==> config.mk <==
export PLATFORM = sky130hd
export DESIGN_NAME = rx78_ioctl_uploader_flat
export DESIGN_NICKNAME = d
export VERILOG_FILES = /design/src/rtl/rx78_pkg.sv /design/src/rtl/rx78_ioctl_uploader_if.sv /design/src/rtl/rx78_edge_det.sv /design/src/rtl/rx78_ioctl_uploader.sv /design/src/flat_wrapper.sv
export SDC_FILE = /design/constraint.sdc
export NUM_CORES = 1
export LEC_CHECK = 0
export CORE_ASPECT_RATIO = 0.6
export CORE_MARGIN = 5
export CORE_UTILIZATION = 43
export DETAILED_ROUTE_END_ITERATION = 8
export GPL_TIMING_DRIVEN = 0
export HOLD_SLACK_MARGIN = 0.05
export PLACE_DENSITY_LB_ADDON = 0.05
export SLEW_MARGIN = 20
export SYNTH_ARGS = -nofsm -noshare
export SYNTH_HDL_FRONTEND = slang
export SYNTH_SLANG_ARGS = --single-unit
==> constraint.sdc <==
create_clock -name clk_sys -period 3.8 [get_ports clk_sys]
set_clock_uncertainty 0.15 [all_clocks]
set_input_delay 0.95 -clock clk_sys [delete_from_list [all_inputs] [get_ports clk_sys]]
set_output_delay 0.95 -clock clk_sys [all_outputs]
set_load 0.02 [all_outputs]
==> src/rtl/rx78_pkg.sv <==
// Shared types and constants for the RX-78 ioctl upload path.
package rx78_pkg;

    typedef enum logic [1:0] {
        UP_IDLE  = 2'd0,
        UP_FETCH = 2'd1,
        UP_WAIT  = 2'd2
    } up_state_t;

    localparam logic [7:0] IDX_EXTRAM   = 8'd2;
    localparam int         EXTRAM_BYTES = 32768;

endpackage

==> src/rtl/rx78_ioctl_uploader_if.sv <==
// HPS ioctl read channel: the HPS side is master, the uploader is slave.
interface rx78_ioctl_uploader_if;
    logic        ioctl_upload;
    logic [7:0]  ioctl_index;
    logic [24:0] ioctl_addr;
    logic        ioctl_rd;
    logic [7:0]  ioctl_din;
    logic        ioctl_wait;

    modport master (
        output ioctl_upload, ioctl_index, ioctl_addr, ioctl_rd,
        input  ioctl_din, ioctl_wait
    );

    modport slave (
        input  ioctl_upload, ioctl_index, ioctl_addr, ioctl_rd,
        output ioctl_din, ioctl_wait
    );
endinterface

==> src/rtl/rx78_edge_det.sv <==
// Rising-edge detector; INIT sets the assumed previous level out of reset
// so an inverted input does not fire a spurious edge after reset.
module rx78_edge_det #(
    parameter bit INIT = 1'b0
) (
    input  logic clk_sys,
    input  logic reset_n,
    input  logic d,
    output logic rise
);
    logic d_reg;

    always_ff @(posedge clk_sys or negedge reset_n) begin
        if (!reset_n) begin
            d_reg <= INIT;
        end else begin
            d_reg <= d;
        end
    end

    assign rise = d & ~d_reg;
endmodule

==> src/rtl/rx78_ioctl_uploader.sv <==
// Serves HPS ioctl byte reads from EXT RAM for .SAV upload and raises a
// one-shot upload request when the RAM image has been written.
module rx78_ioctl_uploader
    import rx78_pkg::*;
#(
    parameter logic [7:0] INDEX      = IDX_EXTRAM,
    parameter int         ADDR_W     = 15,
    parameter int         MEM_BYTES  = EXTRAM_BYTES,
    parameter int         RD_LATENCY = 1,
    parameter logic [7:0] FILL       = 8'hFF
) (
    input  logic                  clk_sys,
    input  logic                  reset_n,
    rx78_ioctl_uploader_if.slave  ioctl,
    output logic                  ioctl_upload_req,
    input  logic                  save_trigger,
    input  logic                  mem_we_mon,
    output logic [ADDR_W-1:0]     mem_addr,
    output logic                  mem_rd,
    input  logic [7:0]            mem_q
);
    localparam logic [2:0] CNT_INIT = 3'(RD_LATENCY);

    up_state_t         state_reg;
    logic [2:0]        cnt_reg;
    logic [7:0]        din_reg;
    logic              wait_reg;
    logic              mem_rd_reg;
    logic [ADDR_W-1:0] mem_addr_reg;
    logic              dirty_reg;
    logic              req_reg;
    logic              req_sent_reg;

    logic active;
    logic in_range;
    logic trig_rise;
    logic upload_end;
    logic req_fire;

    assign active   = ioctl.ioctl_upload & (ioctl.ioctl_index == INDEX);
    // Full 25-bit compare: addresses beyond the image never alias into RAM.
    assign in_range = ioctl.ioctl_addr < 25'(MEM_BYTES);

    rx78_edge_det #(.INIT(1'b0)) u_trig_edge (
        .clk_sys (clk_sys),
        .reset_n (reset_n),
        .d       (save_trigger),
        .rise    (trig_rise)
    );

    rx78_edge_det #(.INIT(1'b1)) u_end_edge (
        .clk_sys (clk_sys),
        .reset_n (reset_n),
        .d       (~active),
        .rise    (upload_end)
    );

    always_ff @(posedge clk_sys or negedge reset_n) begin
        if (!reset_n) begin
            state_reg    <= UP_IDLE;
            cnt_reg      <= 3'd0;
            din_reg      <= 8'h00;
            wait_reg     <= 1'b0;
            mem_rd_reg   <= 1'b0;
            mem_addr_reg <= '0;
        end else begin
            mem_rd_reg <= 1'b0;
            case (state_reg)
                UP_IDLE: begin
                    if (active && ioctl.ioctl_rd) begin
                        if (in_range) begin
                            mem_addr_reg <= ioctl.ioctl_addr[ADDR_W-1:0];
                            mem_rd_reg   <= 1'b1;
                            wait_reg     <= 1'b1;
                            cnt_reg      <= CNT_INIT;
                            state_reg    <= UP_FETCH;
                        end else begin
                            din_reg <= FILL;
                        end
                    end
                end
                UP_FETCH: begin
                    if (!ioctl.ioctl_upload) begin
                        wait_reg  <= 1'b0;
                        state_reg <= UP_IDLE;
                    end else begin
                        cnt_reg <= cnt_reg - 3'd1;
                        if (cnt_reg == 3'd1) begin
                            state_reg <= UP_WAIT;
                        end
                    end
                end
                UP_WAIT: begin
                    // An aborted transfer leaves the previous byte on din.
                    if (ioctl.ioctl_upload) begin
                        din_reg <= mem_q;
                    end
                    wait_reg  <= 1'b0;
                    state_reg <= UP_IDLE;
                end
                default: begin
                    wait_reg  <= 1'b0;
                    state_reg <= UP_IDLE;
                end
            endcase
        end
    end

    // One request per dirty episode; re-armed only when a matching upload ends.
    assign req_fire = trig_rise & dirty_reg & ~ioctl.ioctl_upload & ~req_sent_reg;

    always_ff @(posedge clk_sys or negedge reset_n) begin
        if (!reset_n) begin
            dirty_reg    <= 1'b0;
            req_reg      <= 1'b0;
            req_sent_reg <= 1'b0;
        end else begin
            dirty_reg <= mem_we_mon | (dirty_reg & ~upload_end);
            req_reg   <= req_fire;
            if (req_fire) begin
                req_sent_reg <= 1'b1;
            end else if (upload_end) begin
                req_sent_reg <= 1'b0;
            end
        end
    end

    assign ioctl.ioctl_din  = din_reg;
    assign ioctl.ioctl_wait = wait_reg;
    assign ioctl_upload_req = req_reg;
    assign mem_addr         = mem_addr_reg;
    assign mem_rd           = mem_rd_reg;
endmodule

==> src/flat_wrapper.sv <==
// flat-port wrapper written by rule: the top's interface ports become plain ports
module rx78_ioctl_uploader_flat import rx78_pkg::*;
#(
    parameter logic [7:0] INDEX      = IDX_EXTRAM,
    parameter int         ADDR_W     = 15,
    parameter int         MEM_BYTES  = EXTRAM_BYTES,
    parameter int         RD_LATENCY = 1,
    parameter logic [7:0] FILL       = 8'hFF
)
  (clk_sys, reset_n, ioctl_upload_req, save_trigger, mem_we_mon, mem_addr, mem_rd, mem_q, ioctl_ioctl_upload, ioctl_ioctl_index, ioctl_ioctl_addr, ioctl_ioctl_rd, ioctl_ioctl_din, ioctl_ioctl_wait);
  rx78_ioctl_uploader_if ioctl_i ();
  input  logic clk_sys;
  input  logic reset_n;
  output logic ioctl_upload_req;
  input  logic save_trigger;
  input  logic mem_we_mon;
  output logic [ADDR_W-1:0] mem_addr;
  output logic mem_rd;
  input  logic [7:0] mem_q;
  input wire logic [$bits(ioctl_i.ioctl_upload)-1:0] ioctl_ioctl_upload;
  input wire logic [$bits(ioctl_i.ioctl_index)-1:0] ioctl_ioctl_index;
  input wire logic [$bits(ioctl_i.ioctl_addr)-1:0] ioctl_ioctl_addr;
  input wire logic [$bits(ioctl_i.ioctl_rd)-1:0] ioctl_ioctl_rd;
  output wire logic [$bits(ioctl_i.ioctl_din)-1:0] ioctl_ioctl_din;
  output wire logic [$bits(ioctl_i.ioctl_wait)-1:0] ioctl_ioctl_wait;
  assign ioctl_i.ioctl_upload = ioctl_ioctl_upload;
  assign ioctl_i.ioctl_index = ioctl_ioctl_index;
  assign ioctl_i.ioctl_addr = ioctl_ioctl_addr;
  assign ioctl_i.ioctl_rd = ioctl_ioctl_rd;
  assign ioctl_ioctl_din = ioctl_i.ioctl_din;
  assign ioctl_ioctl_wait = ioctl_i.ioctl_wait;
  rx78_ioctl_uploader #(.INDEX(INDEX), .ADDR_W(ADDR_W), .MEM_BYTES(MEM_BYTES), .RD_LATENCY(RD_LATENCY), .FILL(FILL)) u_core (.clk_sys(clk_sys), .reset_n(reset_n), .ioctl(ioctl_i), .ioctl_upload_req(ioctl_upload_req), .save_trigger(save_trigger), .mem_we_mon(mem_we_mon), .mem_addr(mem_addr), .mem_rd(mem_rd), .mem_q(mem_q));
endmodule
# After elaboration in Yosys (flattened, before gate mapping)
# Cells that the tools add are included.
# Widths: inputs -> output; s select.
totals:
  out_inout_bits: 26
  register_bits: 35
  elab_cells: 70
classes:
  muxes: 22
  order_cmp: 1
  n_eq_ne: 11
  addsub: 1
  n_bitwise: 14
  n_reduce_logical: 10
ops:
  columns: ["operator", "n"]
  rows:
  - ["$lt 25x16->1 const B", 1]
  - ["$mux 8", 3]
  - ["$pmux 8 s2", 1]
  - ["$mux 3", 3]
  - ["$reduce_and 3->1", 3]
  - ["$eq 8x2->1 const B", 1]
  - ["$mux 1", 8]
  - ["$mux 2", 4]
  - ["$ne 2x2->1 const B", 4]
  - ["$reduce_and 4->1", 2]
  - ["$and 1x1->1", 7]
  - ["$not 1->1", 6]
  - ["$pmux 3 s2", 1]
  - ["$reduce_bool 2->1", 3]
  - ["$ne 2x1->1 const B", 2]
  - ["$pmux 2 s2", 1]
  - ["$eq 3x1->1 const B", 1]
  - ["$ne 3x2->1 const B", 1]
  - ["$sub 3x1->3 const B", 1]
  - ["$eq 2x1->1 const B", 1]
  - ["$eq 2x2->1 const B", 1]
  - ["$logic_not 2->1", 1]
  - ["$pmux 1 s2", 1]
  - ["$logic_and 1x1->1", 1]
  - ["$or 1x1->1", 1]

# Depth between registers and ports, before layout
depth:
  word_depth: 7
  depth_mapped: 5
  depth_no_buf: 5

# Hierarchy
# Synthesis repeated with hierarchy kept, for this count alone.
hier_totals:
  cells_unflattened: 105
  area_unflattened_um2: 1458.9
by_module_without_submodules:
  columns: ["mod", "n_inst", "cells_per_inst", "area_per_inst_um2"]
  rows:
  - ["rx78_ioctl_uploader", 1, 101, 1380.1]
  - ["rx78_edge_det at u_core.u_end_edge", 1, 2, 40.0]
  - ["rx78_edge_det at u_core.u_trig_edge", 1, 2, 38.8]

# Least setup slack after synthesis
# OpenSTA, ideal clock, no wires.
synth_path:
  kind: "input -> register"
  startpoint: "in ioctl_ioctl_addr[24]"
  endpoint: "reg u_core.mem_addr_reg[3], in the netlist u_core.mem_addr[3]"
  path_buffers: 1
  path_stages: 5
  required_time_ns: 3.525
  path_slack_ns: 0.775
  arrival_time_ns: 2.750
  setup_time_ns: 0.125
  cell_sequence: "or4_4 -> or3_4 -> nor4_4 -> buf_6 -> mux2_4"
synth_via:
  elab_chain_cells: 2
synth_lines:
  columns: ["element", "line", "source"]
  rows:
  - ["start, declared", "flat_wrapper.sv:22", "input wire logic [$bits(ioctl_i.ioctl_addr)-1:0] ioctl_ioctl_addr;"]
  - ["$lt 25x16->1", "rx78_ioctl_uploader.sv:42", "assign in_range = ioctl.ioctl_addr < 25'(MEM_BYTES);"]
  - ["$reduce_and 3->1 (no line)", null, null]
  - ["end signal, assigned", "rx78_ioctl_uploader.sv:72", "mem_addr_reg <= ioctl.ioctl_addr[ADDR_W-1:0];"]
  - ["end, declared", "rx78_ioctl_uploader.sv:29", "logic [ADDR_W-1:0] mem_addr_reg;"]
# No other way between the ends.
# A chain may end at the register's enable or synchronous reset.

# Worst setup path in the final report
# Ends and elaborated chain as after synthesis.

==> flow_metrics.env <==
export IMPL_synth_avg_cell_area_um2=13.8
export IMPL_yosys_area_share_simple_pct=13.2
export IMPL_cts_htree_levels=2
export IMPL_required_ps=3820
export IMPL_place_ws_ps=101
export IMPL_ff_latch_area_um2=877
export IMPL_yosysWarnings=0
export IMPL_syn_inst=106
export IMPL_via_count=1170
export IMPL_grt_overflow=0
export IMPL_nets=235
export IMPL_clock_path_buffers=2
export IMPL_multi_input_area_um2=557
export IMPL_largest_reg_flops=15
export IMPL_critPathKind="primary input to flop"
export IMPL_synth_cell_types=35
export IMPL_min_period_over_period_pct=89.8
export IMPL_startpoint="ioctl_ioctl_addr[24]"
export IMPL_num_antenna_cells=0
export IMPL_maxCapViolations=0
export IMPL_setup_viol=0
export IMPL_clockRootBuffer="clkbuf_8"
export IMPL_r2r_start="u_core.state_reg[0]"
export IMPL_synthXorXnorAreaFrac_pct=0
export IMPL_synth_top_family_by_area="simple AND/OR/NAND/NOR gates"
export IMPL_grt_setup_unrepaired="no"
export IMPL_layout_commonest_cell="clkdlybuf4s50_1"
export IMPL_fp_dieW_um=85.4
export IMPL_ios=73
export IMPL_vias_per_cell=5.04
export IMPL_fin_ws_ps=386
export IMPL_finalSetupTns_ps=0
export IMPL_mostFrequentLayoutCells="clkdlybuf4s50_1, dfrtp_1, mux2_2, o22a_1"
export IMPL_dp_final_hpwl_um=3010
export IMPL_grt_max_degree=24
export IMPL_path_clk_slew_ps=70
export IMPL_outcome="finished clean"
export IMPL_cts_sink_count=35
export IMPL_synth_main_ff_cell="dfrtp_1"
export IMPL_synthTopCellsByArea="dfrtp_1, mux2_2, mux2_4, o22a_1, dfstp_2"
export IMPL_async_flop_share_pct=100
export IMPL_rows=16
export IMPL_antenna_found_initial=0
export IMPL_first_iter_violations=45
export IMPL_firstDrtPassIters=4
export IMPL_gp_congestion=0.853
export IMPL_fin_util_pct=72.0
export IMPL_grt_pass1_vias=1330
export IMPL_insertion_delay_ps=280
export IMPL_synth_edf_count=0
export IMPL_drive_gt1_share_pct=16.6
export IMPL_muxShareOfSynthArea_pct=13.0
export IMPL_min_delay_start="u_core.req_sent_reg"
export IMPL_routed_wl_um=3770
export IMPL_fp_dieH_um=55.3
export IMPL_grt_pass1_wl_um=6370
export IMPL_syn_nets=155
export IMPL_max_freq_mhz=293
export IMPL_critPathMaxFanout=10
export IMPL_vdd_drop_max_v=0.000232
export IMPL_fin_crit_ps=3410
export IMPL_fillerInstances=236
export IMPL_synthAdderAreaFrac_pct=1.71
export IMPL_ys_ff_latch=35
export IMPL_slew_headroom_pct=38.1
export IMPL_critPathCaptureType="flop"
export IMPL_coreArea_um2=3260
export IMPL_cts_made_buffers=5
export IMPL_wl_per_cell_um=16.2
export IMPL_slew_violations=0
export IMPL_yosysTopAreaCellShare_pct=58.0
export IMPL_grt_util_all_layers_pct=17.4
export IMPL_powerDensity_nw_per_um2=309
export IMPL_worst_slew_pin_slew_ps=927
export IMPL_drcViolationCount=0
export IMPL_post_cts_resized=0
export IMPL_area_growth_pct=60.0
export IMPL_cts_tree="yes"
export IMPL_synth_top_cell_by_area="dfrtp_1"
export IMPL_initial_core_util_pct=45.0
export IMPL_fp_dieArea_um2=4720
export IMPL_worstPathArrival_ps=3430
export IMPL_netlist_area_um2=1470
export IMPL_portBuffers=72
export IMPL_ant_nets=0
export IMPL_hold_class="flop to flop"
export IMPL_hold_viol=0
export IMPL_synth_compound_area_share_pct=9.97
export IMPL_ys_seq_area_share_pct=59.8
export IMPL_hold_buffers=0
export IMPL_p_leak_nw=0.996
export IMPL_startpoint_type="primary input"
export IMPL_postCtsSetupRepairBufs=0
==> cell families after synthesis <==
family,after synthesis
flops,35
mux,15
simple gates,29
buf+inv,7
fa+ha+maj,2
compound gates,18
==> cell usage after synthesis, types with 2 or more instances <==
| master | n |
|---|---|
| mux2_2 | 9 |
| inv_1 | 6 |
| a21o_1 | 2 |
| nand2_1 | 5 |
| nand3_1 | 3 |
| ha_1 | 2 |
| o22a_1 | 8 |
| nor4_1 | 3 |
| nor2_1 | 4 |
| mux2_4 | 6 |
| dfrtp_1 | 34 |
==> metal layers <==
metal	track usage [%]	share of wire, %	routed length [um]
met5	0	0	0
met4	6.77	1.6	59
met3	6.39	8.7	328
met2	28.4	48	1820
met1	20.8	41	1550
==> layout make-up <==
cell class / count / area share, %
Sequential cell: 35 / 37.3
Timing Repair Buffer: 73 / 31.6
Multi-Input combinational cell: 64 / 23.7
Clock buffer: 7 / 3.25
Tap cell: 45 / 2.40
Inverter: 6 / 0.959
Buffer: 1 / 0.479
Clock inverter: 1 / 0.213
==> stage by stage <==
step	instances	area (um2)	hold WS, ps	total power, mW
after floorplan	106	1470	292	0.408
after global placement	223	2240	302	0.474
after detailed placement	224	2270	322	0.480
after CTS	232	2350	337	0.736
after global routing	232	2350	360	0.758
final	232	2350	331	0.726
==> critical path, cell delays in order <==
cell	delay, ps
clkdlybuf4s50_1	400
or4_4	550
or3_4	350
nor4_4	610
buf_6	260
mux2_4	310
==> power breakdown <==
group | total (mW) | switching, mW | internal [mW]
clock | 0.254 | 0.125 | 0.128
sequential | 0.384 | 0.00377 | 0.381
combinational | 0.0876 | 0.0285 | 0.0592
==> final timing paths <==
check,endpoint,slack [ps],cells after the start
setup / recovery,u_core.mem_addr[3],390,6
hold / removal,u_core.req_sent_reg,330,1
setup reg to reg,u_core.mem_addr[3],1480,4
hold reg to reg,u_core.req_sent_reg,330,1
max in group asynchronous,u_core.u_end_edge.d_reg,2590,2
min in group asynchronous,u_core.mem_addr[8],410,1
Note: power is estimated with default switching activity, not from simulation.
